$ cat config.mk
export PLATFORM = sky130hd
export DESIGN_NAME = iic_txn_seq_flat
export DESIGN_NICKNAME = d
export VERILOG_FILES = /design/src/rtl/iic_pkg.sv /design/src/rtl/iic_txn_seq_if.sv /design/src/rtl/iic_txn_byte_sel.sv /design/src/rtl/iic_txn_seq.sv /design/src/flat_wrapper.sv
export SDC_FILE = /design/constraint.sdc
export NUM_CORES = 1
export LEC_CHECK = 0
export CAP_MARGIN = 40
export CELL_PAD_IN_SITES_DETAIL_PLACEMENT = 0
export CELL_PAD_IN_SITES_GLOBAL_PLACEMENT = 1
export CORE_MARGIN = 5
export CORE_UTILIZATION = 44
export DETAILED_ROUTE_END_ITERATION = 12
export PLACE_DENSITY = 0.87
export SLEW_MARGIN = 20
export SYNTH_ARGS = -nofsm -noshare
export SYNTH_HDL_FRONTEND = slang
export SYNTH_SLANG_ARGS = --single-unit
export TNS_END_PERCENT = 5
$ cat constraint.sdc
create_clock -name clock -period 4.3 [get_ports clock]
set_input_delay 0.86 -clock clock [delete_from_list [all_inputs] [get_ports clock]]
set_output_delay 0.86 -clock clock [all_outputs]
set_load 0.01 [all_outputs]
$ cat src/rtl/iic_pkg.sv
// Shared definitions for the iic block family: transaction FSM states,
// byte-step indices and the filler byte clocked out while reading.
package iic_pkg;

  typedef enum logic [2:0] {
    IDLE,
    BYTE_REQ,
    BYTE_WAIT,
    STOP_REQ,
    STOP_WAIT,
    DONE
  } txn_state_t;

  typedef logic [2:0] step_t;

  localparam step_t STEP_DEV_W = 3'd0;
  localparam step_t STEP_REG   = 3'd1;
  localparam step_t STEP_WDATA = 3'd2;
  localparam step_t STEP_DEV_R = 3'd3;
  localparam step_t STEP_RDATA = 3'd4;

  localparam logic [7:0] RD_FILLER = 8'hFF;

  typedef struct packed {
    logic       rw;
    logic [6:0] dev;
    logic [7:0] reg_addr;
    logic [7:0] wdata;
  } txn_req_t;

  // A read skips the write-data step and restarts with the read address.
  function automatic step_t step_after(step_t s, logic rw);
    return (rw && s == STEP_REG) ? STEP_DEV_R : step_t'(s + 3'd1);
  endfunction

endpackage

$ cat src/rtl/iic_txn_seq_if.sv
// Request/response handshake plus the iic_core command/status bus.
interface iic_txn_seq_if;
  logic       req_valid;
  logic       req_ready;
  logic       req_rw;
  logic [6:0] req_dev;
  logic [7:0] req_reg;
  logic [7:0] req_wdata;
  logic       resp_valid;
  logic [7:0] resp_rdata;
  logic       resp_err;
  logic       core_start;
  logic       core_stop;
  logic       core_rw;
  logic [7:0] core_din;
  logic       core_busy;
  logic       core_sending;
  logic [7:0] core_dout;

  // Client side: issues requests and hosts the iic_core.
  modport master (
    output req_valid, req_rw, req_dev, req_reg, req_wdata,
    output core_busy, core_sending, core_dout,
    input  req_ready, resp_valid, resp_rdata, resp_err,
    input  core_start, core_stop, core_rw, core_din
  );

  // Sequencer side.
  modport slave (
    input  req_valid, req_rw, req_dev, req_reg, req_wdata,
    input  core_busy, core_sending, core_dout,
    output req_ready, resp_valid, resp_rdata, resp_err,
    output core_start, core_stop, core_rw, core_din
  );
endinterface

$ cat src/rtl/iic_txn_byte_sel.sv
// Maps a byte step plus the captured request to the byte the core sends,
// its direction, and whether a STOP (and end of transaction) follows it.
module iic_txn_byte_sel
  import iic_pkg::*;
(
  input  step_t      step,
  input  txn_req_t   req,
  output logic [7:0] din,
  output logic       rw,
  output logic       stop_after,
  output logic       last
);

  always_comb begin
    din        = 8'h00;
    rw         = 1'b0;
    stop_after = 1'b0;
    last       = 1'b0;
    case (step)
      STEP_DEV_W: din = {req.dev, 1'b0};
      STEP_REG: begin
        din        = req.reg_addr;
        stop_after = req.rw;
      end
      STEP_WDATA: begin
        din        = req.wdata;
        stop_after = 1'b1;
        last       = 1'b1;
      end
      STEP_DEV_R: din = {req.dev, 1'b1};
      STEP_RDATA: begin
        din        = RD_FILLER;
        rw         = 1'b1;
        stop_after = 1'b1;
        last       = 1'b1;
      end
      default: ;
    endcase
  end

endmodule

$ cat src/rtl/iic_txn_seq.sv
// Register read/write transaction sequencer driving an iic_core byte engine,
// with a per-handshake timeout that aborts via a single STOP.
module iic_txn_seq
  import iic_pkg::*;
#(
  parameter int TIMEOUT_CYCLES = 100000
) (
  input  logic          clock,
  input  logic          reset,
  iic_txn_seq_if.slave  bus
);

  localparam int WCW = $clog2(TIMEOUT_CYCLES + 1);
  localparam logic [WCW-1:0] WAIT_LAST = WCW'(TIMEOUT_CYCLES - 1);

  txn_state_t     state;
  step_t          step;
  step_t          sel_step;
  logic [WCW-1:0] wait_cnt;
  txn_req_t       cap;
  txn_req_t       sel_req;

  logic [7:0] sel_din;
  logic       sel_rw, sel_stop, sel_last;
  logic       byte_stop_q, byte_last_q, final_stop, aborting;
  logic       req_ready_q, resp_valid_q, resp_err_q;
  logic [7:0] resp_rdata_q;
  logic       core_start_q, core_stop_q, core_rw_q;
  logic [7:0] core_din_q;
  logic       accept, timeout;

  assign accept  = bus.req_valid && req_ready_q;
  assign timeout = (wait_cnt == WAIT_LAST);

  // Selector looks at the step about to be entered so the byte registers
  // load on the same edge that raises core_start.
  always_comb begin
    sel_req  = cap;
    sel_step = step;
    if (state == IDLE) begin
      sel_req.rw       = bus.req_rw;
      sel_req.dev      = bus.req_dev;
      sel_req.reg_addr = bus.req_reg;
      sel_req.wdata    = bus.req_wdata;
      sel_step         = STEP_DEV_W;
    end else if (state == BYTE_WAIT) begin
      sel_step = step_after(step, cap.rw);
    end
  end

  iic_txn_byte_sel u_byte_sel (
    .step       (sel_step),
    .req        (sel_req),
    .din        (sel_din),
    .rw         (sel_rw),
    .stop_after (sel_stop),
    .last       (sel_last)
  );

  always_ff @(posedge clock or posedge reset) begin
    if (reset) begin
      state        <= IDLE;
      step         <= STEP_DEV_W;
      wait_cnt     <= '0;
      cap          <= '0;
      byte_stop_q  <= 1'b0;
      byte_last_q  <= 1'b0;
      final_stop   <= 1'b0;
      aborting     <= 1'b0;
      req_ready_q  <= 1'b0;
      resp_valid_q <= 1'b0;
      resp_err_q   <= 1'b0;
      resp_rdata_q <= 8'h00;
      core_start_q <= 1'b0;
      core_stop_q  <= 1'b0;
      core_rw_q    <= 1'b0;
      core_din_q   <= 8'h00;
    end else begin
      wait_cnt     <= wait_cnt + 1'b1;
      resp_valid_q <= 1'b0;
      case (state)
        IDLE: begin
          wait_cnt    <= '0;
          req_ready_q <= 1'b1;
          if (accept) begin
            cap          <= sel_req;
            step         <= STEP_DEV_W;
            resp_err_q   <= 1'b0;
            aborting     <= 1'b0;
            req_ready_q  <= 1'b0;
            core_start_q <= 1'b1;
            core_din_q   <= sel_din;
            core_rw_q    <= sel_rw;
            byte_stop_q  <= sel_stop;
            byte_last_q  <= sel_last;
            state        <= BYTE_REQ;
          end
        end
        BYTE_REQ: begin
          if (bus.core_busy && bus.core_sending) begin
            core_start_q <= 1'b0;
            wait_cnt     <= '0;
            state        <= BYTE_WAIT;
          end else if (timeout) begin
            core_start_q <= 1'b0;
            core_stop_q  <= 1'b1;
            resp_err_q   <= 1'b1;
            aborting     <= 1'b1;
            wait_cnt     <= '0;
            state        <= STOP_REQ;
          end
        end
        BYTE_WAIT: begin
          if (!bus.core_busy) begin
            if (core_rw_q) resp_rdata_q <= bus.core_dout;
            wait_cnt <= '0;
            if (byte_stop_q) begin
              step        <= step_after(step, cap.rw);
              final_stop  <= byte_last_q;
              core_stop_q <= 1'b1;
              state       <= STOP_REQ;
            end else begin
              step         <= sel_step;
              core_start_q <= 1'b1;
              core_din_q   <= sel_din;
              core_rw_q    <= sel_rw;
              byte_stop_q  <= sel_stop;
              byte_last_q  <= sel_last;
              state        <= BYTE_REQ;
            end
          end else if (timeout) begin
            core_stop_q <= 1'b1;
            resp_err_q  <= 1'b1;
            aborting    <= 1'b1;
            wait_cnt    <= '0;
            state       <= STOP_REQ;
          end
        end
        STOP_REQ: begin
          if (!bus.core_sending) begin
            core_stop_q <= 1'b0;
            wait_cnt    <= '0;
            state       <= STOP_WAIT;
          end else if (timeout) begin
            wait_cnt <= '0;
            if (aborting) begin
              core_stop_q  <= 1'b0;
              resp_valid_q <= 1'b1;
              state        <= DONE;
            end else begin
              // Give the STOP one more timeout window before giving up.
              resp_err_q <= 1'b1;
              aborting   <= 1'b1;
              state      <= STOP_REQ;
            end
          end
        end
        STOP_WAIT: begin
          wait_cnt <= '0;
          if (final_stop || aborting) begin
            resp_valid_q <= 1'b1;
            state        <= DONE;
          end else begin
            core_start_q <= 1'b1;
            core_din_q   <= sel_din;
            core_rw_q    <= sel_rw;
            byte_stop_q  <= sel_stop;
            byte_last_q  <= sel_last;
            state        <= BYTE_REQ;
          end
        end
        DONE: begin
          wait_cnt    <= '0;
          req_ready_q <= 1'b1;
          state       <= IDLE;
        end
        default: state <= IDLE;
      endcase
    end
  end

  assign bus.req_ready  = req_ready_q;
  assign bus.resp_valid = resp_valid_q;
  assign bus.resp_rdata = resp_rdata_q;
  assign bus.resp_err   = resp_err_q;
  assign bus.core_start = core_start_q;
  assign bus.core_stop  = core_stop_q;
  assign bus.core_rw    = core_rw_q;
  assign bus.core_din   = core_din_q;

endmodule

$ cat src/flat_wrapper.sv
// flat-port wrapper written by rule: the top's interface ports become plain ports
module iic_txn_seq_flat import iic_pkg::*;
#(
  parameter int TIMEOUT_CYCLES = 100000
)
  (clock, reset, bus_req_valid, bus_req_rw, bus_req_dev, bus_req_reg, bus_req_wdata, bus_core_busy, bus_core_sending, bus_core_dout, bus_req_ready, bus_resp_valid, bus_resp_rdata, bus_resp_err, bus_core_start, bus_core_stop, bus_core_rw, bus_core_din);
  iic_txn_seq_if bus_i ();
  input  logic clock;
  input  logic reset;
  input wire logic [$bits(bus_i.req_valid)-1:0] bus_req_valid;
  input wire logic [$bits(bus_i.req_rw)-1:0] bus_req_rw;
  input wire logic [$bits(bus_i.req_dev)-1:0] bus_req_dev;
  input wire logic [$bits(bus_i.req_reg)-1:0] bus_req_reg;
  input wire logic [$bits(bus_i.req_wdata)-1:0] bus_req_wdata;
  input wire logic [$bits(bus_i.core_busy)-1:0] bus_core_busy;
  input wire logic [$bits(bus_i.core_sending)-1:0] bus_core_sending;
  input wire logic [$bits(bus_i.core_dout)-1:0] bus_core_dout;
  output wire logic [$bits(bus_i.req_ready)-1:0] bus_req_ready;
  output wire logic [$bits(bus_i.resp_valid)-1:0] bus_resp_valid;
  output wire logic [$bits(bus_i.resp_rdata)-1:0] bus_resp_rdata;
  output wire logic [$bits(bus_i.resp_err)-1:0] bus_resp_err;
  output wire logic [$bits(bus_i.core_start)-1:0] bus_core_start;
  output wire logic [$bits(bus_i.core_stop)-1:0] bus_core_stop;
  output wire logic [$bits(bus_i.core_rw)-1:0] bus_core_rw;
  output wire logic [$bits(bus_i.core_din)-1:0] bus_core_din;
  assign bus_i.req_valid = bus_req_valid;
  assign bus_i.req_rw = bus_req_rw;
  assign bus_i.req_dev = bus_req_dev;
  assign bus_i.req_reg = bus_req_reg;
  assign bus_i.req_wdata = bus_req_wdata;
  assign bus_i.core_busy = bus_core_busy;
  assign bus_i.core_sending = bus_core_sending;
  assign bus_i.core_dout = bus_core_dout;
  assign bus_req_ready = bus_i.req_ready;
  assign bus_resp_valid = bus_i.resp_valid;
  assign bus_resp_rdata = bus_i.resp_rdata;
  assign bus_resp_err = bus_i.resp_err;
  assign bus_core_start = bus_i.core_start;
  assign bus_core_stop = bus_i.core_stop;
  assign bus_core_rw = bus_i.core_rw;
  assign bus_core_din = bus_i.core_din;
  iic_txn_seq #(.TIMEOUT_CYCLES(TIMEOUT_CYCLES)) u_core (.clock(clock), .reset(reset), .bus(bus_i));
endmodule
**Yosys cells after proc, flatten, opt, wreduce, memory -nomap -nowiden**

Cells that the tools add are included.

- Flip-flop bits (word level): 73
- Input port bits: 37
- Output and inout bits: 22
- Logic and storage cells: 153

- Add/subtract/negate cells: 2
- Eq/ne operators: 24
- Muxes and demuxes: 82
- Bitwise logic cells: 1
- Reductions and logical operators: 25

Operator list:

| kind | count |
|---|---|
| 17-bit 2-to-1 mux | 4 |
| 17-bit one-hot mux with 4 select lines | 1 |
| 1-bit 2-to-1 mux | 43 |
| 3-bit 2-to-1 mux | 14 |
| 8-bit one-hot mux with 5 select lines | 1 |
| 8-bit 2-to-1 mux | 4 |
| 24-bit 2-to-1 mux | 1 |
| 8-bit one-hot mux with 3 select lines | 1 |
| 17-bit by 1-bit adder with 17-bit output, second input constant | 1 |
| 17-bit == test, second input constant | 1 |
| 3-bit one-hot mux with 5 select lines | 1 |
| 5-bit AND reduction | 3 |
| 2-bit != test, second input constant | 7 |
| 3-bit by 2-bit == test with 1-bit output, second input constant | 4 |
| 1-bit one-hot mux with 3 select lines | 4 |
| 1-bit one-hot mux with 4 select lines | 3 |
| 3-bit by 1-bit == test with 1-bit output, second input constant | 3 |
| 3-bit == test, second input constant | 3 |
| 3-bit by 2-bit != test with 1-bit output, second input constant | 3 |
| 3-bit AND reduction | 3 |
| 4-bit nonzero test | 2 |
| 7-bit AND reduction | 1 |
| 3-bit logical NOT | 2 |
| 1-bit one-hot mux with 2 select lines | 3 |
| 15 further kinds | 21 |

**Depth between registers and ports, before layout**

Gate-level depths: netlist of the first run.

- Depth in word-level cells: 11
- Depth in mapped cells: 8
- Mapped depth without buffers: 7

**Cells and area by module**

From an unflattened synthesis of the first run, not the netlist that was laid out.

- Cell total of the unflattened synthesis: 425
- Area, all modules: 4,285.4 sq um

By module, submodules not included:

| module | times used | cells an instance | area each (sq um) | seq. area each (sq um) |
|---|---|---|---|---|
| iic_txn_seq | 1 | 380 | 3,937.5 | 1,826.8 |
| iic_txn_byte_sel | 1 | 45 | 347.8 | 0.0 |

**Least setup slack after synthesis of the first run**

No wires, ideal clock.

- Kind: input to register
- From: in bus_core_busy
- To: reg u_core.core_din_q[0] (netlist: u_core.bus.core_din[0])
- Setup time: 121 ps
- Arrival time: 2,198 ps
- Data required time: 4,179 ps
- Slack: 1,981 ps
- Cell stages on the path: 7
- Path buffers: 2
- Path through: clkbuf_1 > nor2b_1 > o32a_1 > nand3_1 > o21ba_2 > buf_6 > a22o_1

- Cells in the longest elaborated chain, start to end: 2

RTL lines:

| item | line | source |
|---|---|---|
| start, declared | flat_wrapper.sv:15 | `input wire logic [$bits(bus_i.core_busy)-1:0] bus_core_busy;` |
| 2-bit != test (no line) | - |  |
| 5-bit AND reduction (no line) | - |  |
| end signal, assigned | iic_txn_seq.sv:92 | `core_din_q <= sel_din;` |
| end signal, assigned | iic_txn_seq.sv:125 | `core_din_q <= sel_din;` |
| end signal, assigned | iic_txn_seq.sv:165 | `core_din_q <= sel_din;` |
| end, declared | iic_txn_seq.sv:29 | `logic [7:0] core_din_q;` |

No other way between the ends.
A chain may end at the register's enable or synchronous reset.

**Worst setup path in the final report of the first run**

- From: in bus_core_busy
- To: reg u_core.byte_stop_q

- Cells in the longest elaborated chain, start to end: 2

RTL lines:

| item | line | source |
|---|---|---|
| 2-bit != test (no line) | - |  |
| 4-bit AND reduction (no line) | - |  |
| end signal, assigned | iic_txn_seq.sv:94 | `byte_stop_q <= sel_stop;` |
| end signal, assigned | iic_txn_seq.sv:127 | `byte_stop_q <= sel_stop;` |
| end signal, assigned | iic_txn_seq.sv:167 | `byte_stop_q <= sel_stop;` |
| end, declared | iic_txn_seq.sv:25 | `logic byte_stop_q, byte_last_q, final_stop, aborting;` |

No other way between the ends.

==> flow_metrics.env, run 1 <==
export IMPL_synth_area_leaders="dfrtp_1 49%, nand2_1 8.9%, nand3_1 3.7%"
export IMPL_maxClockFrequency_mhz=347
export IMPL_nFillCells=730
export IMPL_cp_max_fo=16
export IMPL_remaining_drc_errors=0
export IMPL_p_int_uw=1590
export IMPL_drtIter0Drc=189
export IMPL_critical_path_s_largest_stage_delay_ns=0.54
export IMPL_wl_per_cell_um=15.4
export IMPL_worstSkewPairLatency_ns=0.34
export IMPL_maxSlewHeadroom_pct=47.1
export IMPL_crit_path_start_kind="input port"
export IMPL_fin_nets=477
export IMPL_cellPowerDensity_nw_per_um2=573
export IMPL_ys_async_sr_fraction_pct=100
export IMPL_fraction_of_power_consumed_by_combinational_cells_pct=39.1
export IMPL_tritoncts="yes"
export IMPL_final_period_util_pct=67.0
export IMPL_slew_violations=0
export IMPL_antenna_found_initial=0
export IMPL_ir_worst_vdd_uv=257
export IMPL_synth_flop_cell="dfrtp_1"
export IMPL_drt_antenna_violating_nets=0
export IMPL_number_of_buffers_inserted_by_port_buffering=58
export IMPL_cp_required_ns=4.53
export IMPL_maxCapViolations=0
export IMPL_outcome="finished clean"
export IMPL_grt_busiest_layer="met2"
export IMPL_cts_repair_resize_count=0
export IMPL_synthesis_area_um2=3690
export IMPL_num_antenna_cells=0
export IMPL_pwr_share_seq_pct=40.3
export IMPL_synth_fp_nets=423
export IMPL_synth_seq_cells=73
export IMPL_critical_path_arrival_ns=3.11
export IMPL_worst_r2r_endpoint="u_core.bus.core_din[7]"
export IMPL_grt_setup_unrepaired="no"
export IMPL_tns_ns=0
export IMPL_p_leak_uw=0.00202
export IMPL_detail_route_vias_per_cell=5.40
export IMPL_grt_total_usage_pct=17.2
export IMPL_io_pins=59
export IMPL_power_frac_clock_pct=20.5
export IMPL_mostFrequentLayoutCell="nand2_1"
export IMPL_cp_slowest_cell="clkdlybuf4s50_1"
export IMPL_crit_path_end="u_core.byte_stop_q"
export IMPL_fin_crit_ns=2.88
export IMPL_h_tree_depth=3
export IMPL_die_w_um=102
export IMPL_post_cts_setup_buffers=0
export IMPL_synth_cell_types=60
export IMPL_crit_chain="clkdlybuf4s50_1, nor2b_1, o32a_1, nand3_1, or3_1, o221a_2"
export IMPL_timing_final_hold_violations=0
export IMPL_net_switching_power_uw=1000
export IMPL_synth_edff_count=0
export IMPL_clock_tree_root_cell="clkbuf_8"
export IMPL_design_die_area_um2=10300
export IMPL_layoutNonFillerInstCount=546
export IMPL_crit_type="input port to flip-flop"
export IMPL_global_route_usage_met2_pct=27.0
export IMPL_core_area_um2=8220
export IMPL_fin_hold_ws_ns=0.463
export IMPL_seq_area_frac_synth_pct=49.5
export IMPL_hpwl_um=5890
export IMPL_synthToLayoutAreaGrowth_pct=22.5
export IMPL_crit_path_end_kind="flip-flop"
export IMPL_grt_pass1_vias=2965
export IMPL_detail_route_first_pass_iterations=4
export IMPL_rr_worst_depth=5
export IMPL_cell_type_with_the_highest_aggregate_area_in_the_netlist="dfrtp_1"
export IMPL_timing_final_setup_violations=0
export IMPL_grtUsageMet3_pct=4.27
export IMPL_gpl_final_weighted_congestion=0.854
export IMPL_placementRows=33
export IMPL_worst_pin_slew_ns=0.794
export IMPL_startpoint_of_the_worst_slack_reg_to_reg_timing_path="u_core.state[1]"
export IMPL_grt_pass1_wl_um=14100
export IMPL_final_worst_clock_skew_ns=0.0133
export IMPL_critical_path_start="bus_core_busy"
export IMPL_globalRoute_totalOverflow=0
export IMPL_clock_tree_buffer_depth=2
export IMPL_most_common_layout_cells="88 x nand2_1, 73 x dfrtp_1, 58 x clkdlybuf4s50_1"
export IMPL_die_y_um=102
export IMPL_gate_count_of_the_mapped_netlist=383
export IMPL_floorplan_initialDensity_pct=45.0
export IMPL_syn_mean_instance_area_um2=9.64
export IMPL_cts_buffers=9
export IMPL_swShare_pct=38.6
export IMPL_via_count=2948
export IMPL_total_instance_count_after_detailed_placement=531
export IMPL_synth_top_cell_area_share_pct=49.5
export IMPL_clk_pin_slew_ns=0.08
export IMPL_groute_layer_met1_usage_pct=23.7
export IMPL_synth_warning_count=0
export IMPL_classification_of_the_worst_slack_hold_path="flip-flop to flip-flop"
export IMPL_routed_wire_length_um=8400
export IMPL_ctsHoldBuffers=0
export IMPL_drive_above_1_share_pct=11.1
export IMPL_cts_sinks=73
export IMPL_grt_max_degree=56
export IMPL_setup_reg_to_reg_worst_slack_ns=1.51
[power by group through the flow]
| stage | Combinational (uW) | Sequential, uW | Clock (uW) |
|---|---|---|---|
| 2_1_floorplan | 782 | 992 | 0 |
| 3_3_place_gp | 985 | 1050 | 0 |
| 3_5_place_dp | 1020 | 1060 | 0 |
| 4_1_cts | 1020 | 1040 | 544 |
| 5_1_grt | 1130 | 1070 | 574 |
| 6_report | 1010 | 1050 | 532 |
[sequential cells by signal (all words and copies together), names as in the netlist]
register               flops
u_core.step                3
u_core.bus.resp_valid      1
u_core.bus.resp_rdata      8
u_core.bus.core_rw         1
u_core.bus.req_ready       1
u_core.final_stop          1
u_core.bus.core_start      1
u_core.cap                24
u_core.state               3
u_core.byte_stop_q         1
u_core.wait_cnt           17
u_core.byte_last_q         1
u_core.bus.core_stop       1
u_core.bus.resp_err        1
u_core.bus.core_din        8
u_core.aborting            1
[cells in the mapped netlist (8+ instances only)]
cell type	count
nand3_1	27
mux2_2	12
o21ai_0	14
o2111ai_1	8
dfrtp_1	73
nand2_1	88
mux2i_1	8
clkbuf_1	8
inv_1	10
a22o_1	9
nor2_1	30
xor2_1	9
[per-layer routing]
layer	routed length [um]	up-vias
met5	0	-
met1	3770	1420
li1	-	1437
met4	92	0
met3	479	7
met2	4050	84
[critical path, delay by kind of cell]
kind	cells	cell delay (ns)
buffers and inverters	1	0.54
AOI/OAI and AO/OA	2	0.38
and+or+nand+nor	3	1.32
[how the worst min path moves through the flow]
stage	startpoint	to	slack, ns	depth (start not counted)
6_report	u_core.wait_cnt[0]	u_core.wait_cnt[0]	0.46	1
4_1_cts	u_core.wait_cnt[0]	u_core.wait_cnt[0]	0.47	1
5_1_grt	u_core.wait_cnt[0]	u_core.wait_cnt[0]	0.47	1
3_5_place_dp	u_core.wait_cnt[0]	u_core.wait_cnt[0]	0.46	1
2_1_floorplan	u_core.wait_cnt[0]	u_core.wait_cnt[0]	0.43	1
3_3_place_gp	u_core.wait_cnt[0]	u_core.wait_cnt[0]	0.44	1
[metrics by stage]
step           total power (uW)  cell area [um^2]  worst slack [ns]  utilization [%]
2_1_floorplan              1770              3690              1.59                -
3_3_place_gp               2040              4320              1.21             52.6
3_5_place_dp               2070              4330              1.10             52.7
4_1_cts                    2610              4520              1.46             55.1
5_1_grt                    2770              4520              1.19             55.1
6_report                   2590              4520              1.42             55.1
[area by class of cell]
cell class | instances | area (um^2) | share of cell area (%)
flip-flops and latches | 73 | 1830 | 40.4
repair buffers | 63 | 618 | 13.7
clock inverters | 5 | 56.3 | 1.24
clock buffers | 10 | 138 | 3.04
well taps | 105 | 131 | 2.90
inverters | 10 | 37.5 | 0.830
multi-input cells | 280 | 1720 | 37.9
[cell families after synthesis]
kind of cell,after synthesis,synth area share (%)
DFF,73,49.5
AOI/OAI and AO/OA,66,13.3
muxes,20,5.83
adders and majority gates,3,1.02
buffers and inverters,30,4.20
xor gates and xnor gates,17,4.23
and+or+nand+nor,174,22.0
Power figures use the tool's default switching activity.
==> run 2: changes to the inputs <==
CORE_UTILIZATION = 37   (was 44)
PLACE_DENSITY = 0.79   (was 0.87)
clock period = 2.5 ns   (was 4.3 ns; I/O delays follow)
==> run 2 against run 1 <==
Net effect: sequential power rose by 66%; critical path depth did not move; worst setup slack got worse by 1.2 ns; clock power rose by 64%; total power rose by 75%; non-clock buffer count rose by 10; final area rose by 2.8%; flip-flop and latch count did not move.
==> flow_metrics.env, run 2 (synthesis gave the netlist of run 1 again) <==
export IMPL_remaining_drc_errors=0
export IMPL_power_frac_clock_pct=19.2
export IMPL_drive_above_1_share_pct=13.3
export IMPL_via_count=2964
export IMPL_startpoint_of_the_worst_slack_reg_to_reg_timing_path="u_core.wait_cnt[0]"
export IMPL_layout_setup_ws_ns=0.260
export IMPL_clk_pin_slew_ns=0.07
export IMPL_drtIter0Drc=153
export IMPL_placedInstanceArea_um2=4450
export IMPL_mostFrequentLayoutCell="nand2_1"
export IMPL_critical_path_s_largest_stage_delay_ns=0.59
export IMPL_critical_path_arrival_ns=2.51
export IMPL_hpwl_um=6200
export IMPL_fin_nets=487
export IMPL_routed_wire_length_um=8810
export IMPL_cellPowerDensity_nw_per_um2=974
export IMPL_critical_path_start="u_core.wait_cnt[0]"
export IMPL_crit_type="flip-flop to flip-flop"
export IMPL_grt_setup_unrepaired="no"
export IMPL_tns_ns=0
export IMPL_slew_violations=0
export IMPL_worstHoldStart="u_core.wait_cnt[0]"
export IMPL_gpl_final_weighted_congestion=0.864
export IMPL_final_worst_clock_skew_ns=0.00912
export IMPL_p_int_uw=2790
export IMPL_wl_per_cell_um=15.1
export IMPL_clock_tree_root_cell="clkbuf_8"
export IMPL_timing_final_hold_violations=0
export IMPL_p_leak_uw=0.00208
export IMPL_net_switching_power_uw=1750
export IMPL_postLayoutCellArea_um2=4650
export IMPL_grt_pass1_vias=2987
export IMPL_globalRoute_totalOverflow=0
export IMPL_number_of_buffers_inserted_by_port_buffering=58
export IMPL_fin_util_pct=47.6
export IMPL_cp_required_ns=2.77
export IMPL_classification_of_the_worst_slack_hold_path="flip-flop to flip-flop"
export IMPL_fraction_of_power_consumed_by_combinational_cells_pct=42.4
export IMPL_cp_slowest_cell="or4_4"
export IMPL_maxCapViolations=0
export IMPL_final_period_util_pct=89.6
export IMPL_tritoncts="yes"
export IMPL_drt_antenna_violating_nets=0
export IMPL_clock_tree_buffer_depth=2
export IMPL_crit_path_start_kind="flip-flop"
export IMPL_detail_route_first_pass_iterations=4
export IMPL_outcome="finished clean"
export IMPL_pwr_share_seq_pct=38.4
export IMPL_swShare_pct=38.5
export IMPL_top_regs="u_core.cap x24, u_core.wait_cnt x17"
export IMPL_cts_sinks=73
export IMPL_antenna_found_initial=0
export IMPL_regMostFlops="u_core.cap"
export IMPL_die_w_um=110
export IMPL_core_area_um2=9770
export IMPL_preCtsSetupSlack_ns=0.155
export IMPL_grt_total_usage_pct=15.4
export IMPL_grt_max_degree=74
export IMPL_largest_register_ffs=24
export IMPL_timing_final_setup_violations=0
export IMPL_worst_pin_slew_ns=0.727
export IMPL_synthToLayoutAreaGrowth_pct=25.9
export IMPL_io_pins=59
export IMPL_ir_worst_vdd_uv=466
export IMPL_crit_path_end_kind="flip-flop"
export IMPL_cts_buffers=9
export IMPL_grt_pass1_wl_um=14500
export IMPL_placementRows=36
export IMPL_detail_route_vias_per_cell=5.07
export IMPL_floorplan_initialDensity_pct=37.8
export IMPL_crit_chain="ha_1, nand4_1, nor4_4, nand4_4, or4_4, a21oi_2"
export IMPL_fin_crit_ns=2.24
export IMPL_maxSlewHeadroom_pct=51.1
export IMPL_worstSkewPairLatency_ns=0.34
export IMPL_num_antenna_cells=0
export IMPL_design_die_area_um2=12100
export IMPL_fin_hold_ws_ns=0.460
export IMPL_most_common_layout_cells="88 x nand2_1, 73 x dfrtp_1, 58 x clkdlybuf4s50_1"
export IMPL_cp_max_fo=9
export IMPL_die_y_um=110
export IMPL_maxClockFrequency_mhz=446
export IMPL_h_tree_depth=3
[run 2: cell count changes in the layout (fill, tap and decap cells not counted), sizes merged]
cell and change:
buf +10, bufinv -1, clkbuf +2
[run 2: area by class of cell]
type	count	area, um^2
fill	964	5120
clock buffer	12	165
tap	133	166
clock inverter	4	26.3
multi-input combinational	280	1720
inverter	10	37.5
sequential	73	1830
timing repair buffer	73	706
[run 2: timing repair]
item,4_1_cts,5_1_grt
hold buffers,0,0
buffers inserted,0,0
setup endpoints to repair,0,12
resized for setup,0,1
[run 2: worst max-delay path, delay by kind of cell (launching register included)]
kind	cells	cell delay, ns
AO/OA/AOI/OAI	1	0.15
adder cells (fa/ha/maj)	1	0.21
flip-flops	1	0.37
AND/OR/NAND/NOR	4	1.45
[run 2: routing by layer]
layer | vias to the layer above | wire length (um) | track usage [%] | share of wire [%]
li1 | 1465 | - | - | -
met1 | 1420 | 4080 | 21.4 | 46
met2 | 71 | 4250 | 23.4 | 48
met3 | 8 | 378 | 4.40 | 4.3
met4 | 0 | 104 | 4.19 | 1.2
met5 | - | 0 | 0 | 0
[run 2: metrics by stage]
step                instances  power, uW
detailed placement        569       3670
floorplan                 383       3050
finish                    585       4530
CTS                       585       4560
global route              585       4870
global placement          569       3630
[run 2: path summary, 6_finish.rpt]
check | to | slack, ns | depth (start not counted)
max | u_core.aborting | 0.26 | 6
min | u_core.wait_cnt[0] | 0.46 | 1
max reg2reg | u_core.aborting | 0.26 | 6
min reg2reg | u_core.wait_cnt[0] | 0.46 | 1
max in group asynchronous | u_core.bus.resp_rdata[6] | 1.63 | 3
min in group asynchronous | u_core.wait_cnt[4] | 0.56 | 3
[run 2: power groups by stage]
stage	logic [uW]	clock network, uW	registers (uW)
after floorplan	1350	0	1710
after global placement	1880	0	1750
final	1920	872	1740
after global routing	2130	958	1780
after detailed placement	1910	0	1760
after CTS	1920	905	1740
